[src/rtl/alu_pkg.sv]
// Shared types for the multi-cycle ALU: opcode map, FSM states and an
// opcode classification helper used by both the core and the sequencer.
package alu_pkg;

   // 4-bit opcode map, unchanged from the single-cycle ALU it replaces
   typedef enum logic [3:0] {
      ADD  = 4'b0000,
      SUB  = 4'b0001,
      ADDI = 4'b0010,
      LB   = 4'b0011,
      SB   = 4'b0100,
      MOVR = 4'b0101,
      MOVI = 4'b0110,
      NOR  = 4'b0111,
      XOR  = 4'b1000,
      AND  = 4'b1001,
      OR   = 4'b1010,
      SLL  = 4'b1011,
      SLR  = 4'b1100,
      EQ   = 4'b1101,
      LT   = 4'b1110,
      RXOR = 4'b1111
   } alu_op_e;

   // Sequencer states: waiting, iterating a shift, holding a result
   typedef enum logic [1:0] {
      IDLE  = 2'b00,
      SHIFT = 2'b01,
      DONE  = 2'b10
   } state_e;

   // Shifts are the only opcodes that may take more than one cycle
   function automatic logic is_shift(input alu_op_e op);
      return (op == SLL) || (op == SLR);
   endfunction

   // Compares are the only opcodes that update the branch flag
   function automatic logic is_compare(input alu_op_e op);
      return (op == EQ) || (op == LT);
   endfunction

endpackage

[src/rtl/alu_core.sv]
// Single-cycle datapath of the ALU. Produces result and carry/borrow for
// every opcode that completes in one cycle. For shift opcodes it returns
// the zero-amount result (A unchanged, no shifted-out bit); non-zero
// shifts are iterated by the sequencer in alu_mc.
module alu_core
   import alu_pkg::*;
#(
   parameter int W = 8
) (
   input  alu_op_e        op,
   input  logic [W-1:0]   a,
   input  logic [W-1:0]   b,
   input  logic           c_in,
   output logic [W-1:0]   res,
   output logic           c_out
);

   // Widened operands so the carry/borrow lands in bit W
   logic [W:0] a_ext;
   logic [W:0] b_ext;
   logic [W:0] c_ext;
   logic [W:0] sum;

   assign a_ext = {1'b0, a};
   assign b_ext = {1'b0, b};
   assign c_ext = {{W{1'b0}}, c_in};

   // Opcode decode into result and carry
   always_comb begin
      // NOTE: every output gets a default before the case so no path leaves it unassigned (no latch).
      res   = '0;
      c_out = 1'b0;
      sum   = '0;
      unique case (op)
         ADD: begin
            sum   = a_ext + b_ext + c_ext;
            res   = sum[W-1:0];
            c_out = sum[W];
         end
         SUB: begin
            // Bit W of the widened difference is set exactly when A < B + c_in
            sum   = a_ext - b_ext - c_ext;
            res   = sum[W-1:0];
            c_out = sum[W];
         end
         ADDI: begin
            sum   = a_ext + b_ext;
            res   = sum[W-1:0];
            c_out = sum[W];
         end
         LB, SB:     res = a;
         MOVR, MOVI: res = b;
         NOR:        res = ~(a | b);
         XOR:        res = a ^ b;
         AND:        res = a & b;
         OR:         res = a | b;
         SLL, SLR:   res = a;
         EQ:         res = {{(W-1){1'b0}}, (a == b)};
         LT:         res = {{(W-1){1'b0}}, (a < b)};
         RXOR:       res = {{(W-1){1'b0}}, ^b};
         default: begin
            res   = '0;
            c_out = 1'b0;
         end
      endcase
   end

endmodule

[src/rtl/alu_mc.sv]
// Multi-cycle ALU between decode and writeback. Accepts one command per
// valid/ready handshake, completes non-shift ops in one edge and shifts
// one bit per edge, then holds the result, carry, parity and branch flag
// until the consumer takes them.
module alu_mc
   import alu_pkg::*;
#(
   parameter int W  = 8,
   parameter int SW = $clog2(W) + 1
) (
   input  logic           clk,
   input  logic           reset,
   input  logic           in_valid,
   output logic           in_ready,
   input  logic [3:0]     alu_cmd,
   input  logic [W-1:0]   inA,
   input  logic [W-1:0]   inB,
   input  logic           sc_i,
   output logic           out_valid,
   input  logic           out_ready,
   output logic [W-1:0]   rslt,
   output logic           sc_o,
   output logic           pari,
   output logic           one
);

   state_e        state;
   alu_op_e       op;
   logic          accept;

   // Shift engine: working value, remaining steps and direction
   logic [W-1:0]  acc;
   logic [SW-1:0] cnt;
   logic          shift_left;
   logic [SW-1:0] shamt;
   logic [W-1:0]  acc_next;
   logic          out_bit;

   // Single-cycle datapath results
   logic [W-1:0]  core_res;
   logic          core_c;

   assign op = alu_op_e'(alu_cmd);

   // A new command may enter when idle, or when the held result is being
   // taken on this same edge (keeps back-to-back throughput at one per cycle)
   assign in_ready = (state == IDLE) || ((state == DONE) && out_ready);
   assign accept   = in_valid && in_ready;

   // Amounts of W or more saturate to W, which clears the value anyway
   assign shamt = (inB >= W'(W)) ? SW'(W) : SW'(inB);

   // One shift step and the bit it pushes out
   assign acc_next = shift_left ? {acc[W-2:0], 1'b0} : {1'b0, acc[W-1:1]};
   assign out_bit  = shift_left ? acc[W-1] : acc[0];

   alu_core #(
      .W (W)
   ) u_core (
      .op    (op),
      .a     (inA),
      .b     (inB),
      .c_in  (sc_i),
      .res   (core_res),
      .c_out (core_c)
   );

   // Sequencer: accepts commands, iterates shifts and owns all output registers
   always_ff @(posedge clk or posedge reset) begin
      if (reset) begin
         state      <= IDLE;
         out_valid  <= 1'b0;
         rslt       <= '0;
         sc_o       <= 1'b0;
         pari       <= 1'b0;
         one        <= 1'b0;
         acc        <= '0;
         cnt        <= '0;
         shift_left <= 1'b0;
      end else begin
         // NOTE: non-blocking assignments so every register samples pre-edge values regardless of statement order.
         unique case (state)
            IDLE, DONE: begin
               if (accept) begin
                  if (is_shift(op) && (shamt != '0)) begin
                     acc        <= inA;
                     cnt        <= shamt;
                     shift_left <= (op == SLL);
                     out_valid  <= 1'b0;
                     state      <= SHIFT;
                  end else begin
                     rslt      <= core_res;
                     sc_o      <= core_c;
                     pari      <= ^core_res;
                     if (is_compare(op)) begin
                        one <= core_res[0];
                     end
                     out_valid <= 1'b1;
                     state     <= DONE;
                  end
               end else if ((state == DONE) && out_ready) begin
                  out_valid <= 1'b0;
                  state     <= IDLE;
               end
            end
            SHIFT: begin
               acc <= acc_next;
               cnt <= cnt - 1'b1;
               // Last step publishes the shifted value and its final carry-out
               if (cnt == SW'(1)) begin
                  rslt      <= acc_next;
                  sc_o      <= out_bit;
                  pari      <= ^acc_next;
                  out_valid <= 1'b1;
                  state     <= DONE;
               end
            end
            default: begin
               out_valid <= 1'b0;
               state     <= IDLE;
            end
         endcase
      end
   end

endmodule
[config.mk]
export PLATFORM = sky130hd
export DESIGN_NAME = alu_mc
export DESIGN_NICKNAME = d
export VERILOG_FILES = /design/src/rtl/alu_pkg.sv /design/src/rtl/alu_core.sv /design/src/rtl/alu_mc.sv
export SDC_FILE = /design/constraint.sdc
export NUM_CORES = 1
export LEC_CHECK = 0
export CAP_MARGIN = 10
export CORE_MARGIN = 2
export CORE_UTILIZATION = 50
export CTS_CLUSTER_DIAMETER = 100
export CTS_CLUSTER_SIZE = 25
export DETAILED_ROUTE_END_ITERATION = 8
export PLACE_DENSITY = 0.77
export REMOVE_ABC_BUFFERS = 1
export SLEW_MARGIN = 0
export SYNTH_ARGS = -nofsm -noshare
export SYNTH_HDL_FRONTEND = slang
export SYNTH_SLANG_ARGS = --single-unit
[constraint.sdc]
create_clock -name clk -period 1.9 [get_ports clk]
set_input_delay 0.38 -clock clk [delete_from_list [all_inputs] [get_ports clk]]
set_output_delay 0.38 -clock clk [all_outputs]
set_load 0.02 [all_outputs]
Word level (Yosys, flattened, before mapping). Cells that the tools add are included.

Add/sub/neg operators: 5. Magnitude comparators: 2. Equal/unequal tests: 24. Muxes and demuxes: 33. Bitwise gates (word level): 5. Reductions and logical operators: 21.

Operator list (number): $pmux 8 s12 (1); $mux 8 (6); $eq 4x4->1 const B (8); $pmux 8 s2 (2); $reduce_xor 8->1 (3); $eq 4x3->1 const B (4); $mux 4 (3); $mux 1 (11); $add 8x8->9 (1); $add 9x1->9 (1); $sub 8x8->9 (1); $sub 9x1->9 (1); $and 8x8->8 (1); $eq 4x1->1 const B (2); $eq 4x2->1 const B (2); $eq 8x8->1 (1); $ge 8x4->1 const B (1); $lt 8x8->1 (1); $mux 2 (4); $ne 2x2->1 const B (4); $not 8->8 (1); $or 8x8->8 (1); $pmux 4 s2 (1); $reduce_and 4->1 (2); 19 further kinds (27).

Bits in registers: 27. Logic and storage cells: 99.

Longest topological paths before layout.
Depth in word-level cells: 7. Depth in mapped cells: 16. Gate-level depth less buffers: 16.

By module. From an unflattened synthesis, not the netlist that was laid out.

Cells, all modules: 438. Area, all modules: 3633.5 um^2.

Modules (own cells, without submodules): alu_core (instances 1, cells each 290, area each 2053.2 um^2, seq. area each 0.0 um^2); alu_mc (instances 1, cells each 148, area each 1580.3 um^2, seq. area each 650.6 um^2).

Least setup slack after synthesis. OpenSTA, ideal clock, no wires.

Path type: input to register. Start: input inA[0]. End: register pari. Arrival time: 3.504 ns. Data required time: 1.768 ns. Path slack: -1.735 ns. Stages: 15. Path buffers: 0. Cell sequence: inv_1 fa_1 ha_1 nor2_1 fa_1 nand2b_1 a2111oi_0 or3b_2 a31o_2 a21o_1 nor3_1 o211ai_1 nand2_1 nor4b_1 or3b_1.

Cells in the longest elaborated chain, start to end: 7. Elaborated cells between the ends (all ways): 15.

Ends and longest elaborated chain: start, declared (RTL line alu_mc.sv:16) `input logic [W-1:0] inA,`; $sub 8x8->9, or another cell as far along (RTL line alu_core.sv:42) `sum = a_ext - b_ext - c_ext;`; $sub 9x1->9, or another cell as far along (RTL line alu_core.sv:42); $pmux 8 s12 * (RTL line alu_core.sv:34) `unique case (op)`; $reduce_xor 8->1 * (RTL line alu_mc.sv:94) `pari <= ^core_res;`; $mux 1 * (RTL line alu_mc.sv:85) `if (is_shift(op) && (shamt != '0)) begin`; $mux 1 * (RTL line alu_mc.sv:84) `if (accept) begin`; $pmux 1 s2 * (RTL line alu_mc.sv:82) `unique case (state)`; end signal, assigned (RTL line alu_mc.sv:94); end signal, assigned (RTL line alu_mc.sv:113) `pari <= ^acc_next;`; end, declared (RTL line alu_mc.sv:23) `output logic pari,`.

Every way passes the cells marked *; elsewhere a longest branch is shown, timed or not. The select of a mux whose other input is x is not followed. A chain may end at the register's enable or synchronous reset.

Worst setup path after layout. Ends and elaborated chain as after synthesis.

==> metrics.yaml <==
status: "complete, but fails checks"
violated_checks: "negative setup slack"
synthArstFlopShare_pct: 100.0
total_leakage_power_nw: 2.806
count_of_mapped_cells_out_of_synthesis: 468
pwr_density_cell_nw_per_um2: 709.0
die_h_um: 90.21
report.final.hold_viol_count: 0
crit_path_cell_trace: "buf_8 > buf_6 > ha_4 > fa_2 > a211oi_4 > buf_4 > buf_6 > o21ai_4 > a211oi_2 > buf_4 > o31a_1 > o21ai_2 > and3_1 > o211ai_1 > nand2_1 > nor4b_1 > or3b_1"
cp_slowest_cell: "sky130_fd_sc_hd__a211oi_2"
power.share.switching_pct: 45.39
dr.first_iter.drc_count: 690
placed_cells: 739
reg2reg_setup_slack_ns: -0.13
clk_path_buf_depth: 2
wire_length_of_the_first_global_routing_pass_mm: 25.27
synth_seq_area_share_pct: 17.51
cp_slowest_stage_delay_ns: 0.42
remaining_drc_errors: 0
comb_power_share_pct: 70.5
layout_worst_path_cycle_share_pct: 192.7
drtAntennaViolNets: 0
crit_arrival_ns: 3.88
track_usage_pct: 38.37
synth_edf_count: 0
first_pass_iters: 9
postSynth.topFlopCell: "sky130_fd_sc_hd__dfrtp_1"
worst_ir_drop_vdd_v: 0.0006442
period_minus_slack_ns: 3.660
clock-sinks: 26
internal-power_mw: 2.475
post_route_cells_drive_above_1_share_pct: 48.34
num-nets-final: 741
clkLatencyLatePin_ns: 0.28
grt_start_max_net_pins: 27
max_cap_violations: 0
cts_max_level: 1
routed-via-count: 5262
finalClockSkew_ns: 0.007376
fin_ws_ns: -1.760
worst_r2r_startpoint: "shift_left"
timing.reg2reg.worst_path_depth: 6
power.switching_mw: 2.057
post_synth.cell_area_avg_um2: 7.940
maxClockFrequency_ghz: 0.2732
tns_ns: -14.36
design_power_total_mw: 4.531
detailed_place_hpwl_mm: 10.88
timing_max_transition_violations_final: 0
vias_per_cell: 6.896
power.share.sequential_pct: 21.4
die_w_um: 90.21
layout.cells.non_filler: 763
count_of_port_buffers_added_during_placement: 37
global_route.overflow_total: 0
synth_area_um2: 3716
unrepaired_setup_endpoints_after_global_routing: "true"
critical_path.reg2reg.endpoint: "pari"
final_wtd_congestion: 1.014
route.detailed.wl_per_inst_um: 25.39
power.share.clock_pct: 8.1
finalSetupViolations: 26
fp-row-count: 31
maxSlewHeadroom_pct: 60.23
design.die.area_um2: 8138
ys_ff_latch: 26
timing.critical_path.to_type: "flip-flop"
postCtsHoldBufs: 0
grt_antenna_before_repair: 0
cts_made_buffers: 3
yosysUniqueCellTypes: 69
cts_tree: "yes"
wl_mm: 19.37
insertedDiodeCount: 0
initial_utilization_pct: 51.51
synthToLayoutAreaGrowth_pct: 71.99
core_region_area_um2: 7214
clk_pin_slew_ns: 0.09
num-fill-cells: 343
grt_pass1_vias: 5050
synth-warning-count: 0
pin_count: 38
holdCritPathClass: "in -> async"
worst-path-max-fanout: 4
worstMarginPinSlew_ns: 0.5883
clock_tree.root_cell: "sky130_fd_sc_hd__clkbuf_8"
cp-start-kind: "primary input"
critPathKind: "in -> reg"
critical_path_required_ns: 2.12
==> flip-flops by register name, summed over array words and instances (netlist names) <==
name	flops
state	1
one	1
sc_o	1
out_valid	1
rslt	8
pari	1
cnt	4
shift_left	1
acc	8
==> timing repair <==
| action | 4_1_cts | 5_1_grt |
|---|---|---|
| setup buffers | 26 | 8 |
| pin swaps | 72 | 36 |
| resized for setup | 212 | 55 |
| setup endpoints to repair | 27 | 27 |
==> through the flow <==
stage | utilization (%) | worst slack [ns] | hold WS (ns) | area, um^2
after global routing | 88.59 | -1.849 | 0.5052 | 6391
after global placement | 73.88 | -2.423 | 0.4719 | 5330
after detailed placement | 73.88 | -2.546 | 0.5068 | 5330
final | 88.59 | -1.760 | 0.4620 | 6391
after floorplan | - | -1.735 | 0.4200 | 3617
after CTS | 84.91 | -1.460 | 0.4631 | 6126
==> layout make-up <==
| class | count | area (um^2) | area share (%) |
|---|---|---|---|
| tap | 99 | 123.9 | 1.938 |
| clock buffer | 4 | 55.05 | 0.8614 |
| multi-input combinational | 378 | 3542 | 55.42 |
| inverter | 40 | 178.9 | 2.800 |
| timing repair buffer | 216 | 1841 | 28.80 |
| sequential | 26 | 650.6 | 10.18 |
==> worst max-delay path, delay by kind of cell <==
family                   cells  cell delay, ns
AO/OA/AOI/OAI                6            1.33
AND/OR/NAND/NOR              4            0.93
buffers and inverters        5            0.71
adder cells (fa/ha/maj)      2            0.52
==> power by group through the flow <==
| stage | logic [mW] | clock network, mW | registers [mW] |
|---|---|---|---|
| after global routing | 3.30 | 0.385 | 0.983 |
| after global placement | 2.35 | 0 | 0.930 |
| after CTS | 2.77 | 0.367 | 0.940 |
| after floorplan | 1.22 | 0 | 1.03 |
| final | 3.19 | 0.368 | 0.970 |
| after detailed placement | 2.44 | 0 | 0.945 |
==> layer usage <==
layer,GRT usage (%),routed length [um],share of wire (%)
met1,45.06,6575,34
met2,65.98,8784,45
met3,7.125,2206,11
met4,21.03,1805,9.3
met5,0,0,0
==> cell usage after synthesis (8+ instances only) <==
cell type / count / share of area [%]
sky130_fd_sc_hd__ha_1: 48 / 16
sky130_fd_sc_hd__nor2_1: 45 / 4.5
sky130_fd_sc_hd__inv_1: 39 / 3.9
sky130_fd_sc_hd__nand2_1: 32 / 3.2
sky130_fd_sc_hd__a21oi_1: 28 / 3.8
sky130_fd_sc_hd__dfrtp_1: 26 / 18
sky130_fd_sc_hd__o21ai_0: 21 / 2.8
sky130_fd_sc_hd__clkbuf_1: 18 / 1.8
sky130_fd_sc_hd__xor2_1: 15 / 3.5
sky130_fd_sc_hd__xnor2_1: 14 / 3.3
sky130_fd_sc_hd__a221o_1: 10 / 2.7
sky130_fd_sc_hd__a221oi_1: 9 / 2.1
sky130_fd_sc_hd__nor2b_1: 9 / 1.5
sky130_fd_sc_hd__nor3_1: 9 / 1.2
sky130_fd_sc_hd__mux2i_1: 8 / 2.2
sky130_fd_sc_hd__nand2b_1: 8 / 1.3
==> layout by cell type, fill, tap and decap left out, types with 4 or more instances in the layout <==
master,synthesis,routed
sky130_fd_sc_hd__buf_4,0,153
sky130_fd_sc_hd__o21ai_0,21,10
sky130_fd_sc_hd__inv_1,39,21
sky130_fd_sc_hd__a21oi_1,28,15
sky130_fd_sc_hd__inv_2,1,10
sky130_fd_sc_hd__o221ai_1,7,4
sky130_fd_sc_hd__inv_4,0,6
sky130_fd_sc_hd__o21bai_1,7,5
sky130_fd_sc_hd__a221o_1,10,10
sky130_fd_sc_hd__o21ai_2,0,6
sky130_fd_sc_hd__ha_4,0,15
sky130_fd_sc_hd__dfrtp_1,26,26
sky130_fd_sc_hd__o21ai_1,4,6
sky130_fd_sc_hd__nor2b_1,9,7
sky130_fd_sc_hd__a21oi_2,0,10
sky130_fd_sc_hd__mux2i_1,8,8
sky130_fd_sc_hd__nor2_1,45,39
sky130_fd_sc_hd__nor4b_1,4,4
sky130_fd_sc_hd__xor2_1,15,11
sky130_fd_sc_hd__buf_8,0,5
sky130_fd_sc_hd__clkbuf_8,0,4
sky130_fd_sc_hd__nand2_1,32,29
sky130_fd_sc_hd__nor3_1,9,8
sky130_fd_sc_hd__ha_1,48,31
sky130_fd_sc_hd__buf_6,1,28
sky130_fd_sc_hd__clkdlybuf4s50_1,0,15
sky130_fd_sc_hd__nand2b_1,8,6
sky130_fd_sc_hd__o211ai_1,7,7
sky130_fd_sc_hd__xnor2_1,14,14
sky130_fd_sc_hd__a221oi_1,9,7
sky130_fd_sc_hd__dlygate4sd2_1,0,8
sky130_fd_sc_hd__o22ai_1,7,4
==> logic make-up after synthesis <==
kind of cell / Yosys count / synth area share (%)
flops: 26 / 17.51
buf+inv: 64 / 6.700
xor+xnor: 29 / 6.835
mux: 12 / 3.670
compound gates: 143 / 27.44
fa+ha+maj: 52 / 18.05
simple gates: 142 / 19.80
==> worst max-delay path by stage <==
stage,startpoint,to,slack [ns],cells after the start
3_5_place_dp,inA[0],pari,-2.55,17
2_1_floorplan,inA[0],pari,-1.74,15
6_report,inA[0],pari,-1.76,17
3_3_place_gp,inA[0],pari,-2.42,17
4_1_cts,sc_i,pari,-1.46,15
5_1_grt,inA[0],pari,-1.85,17
Note: power is estimated with default switching activity, not from simulation.
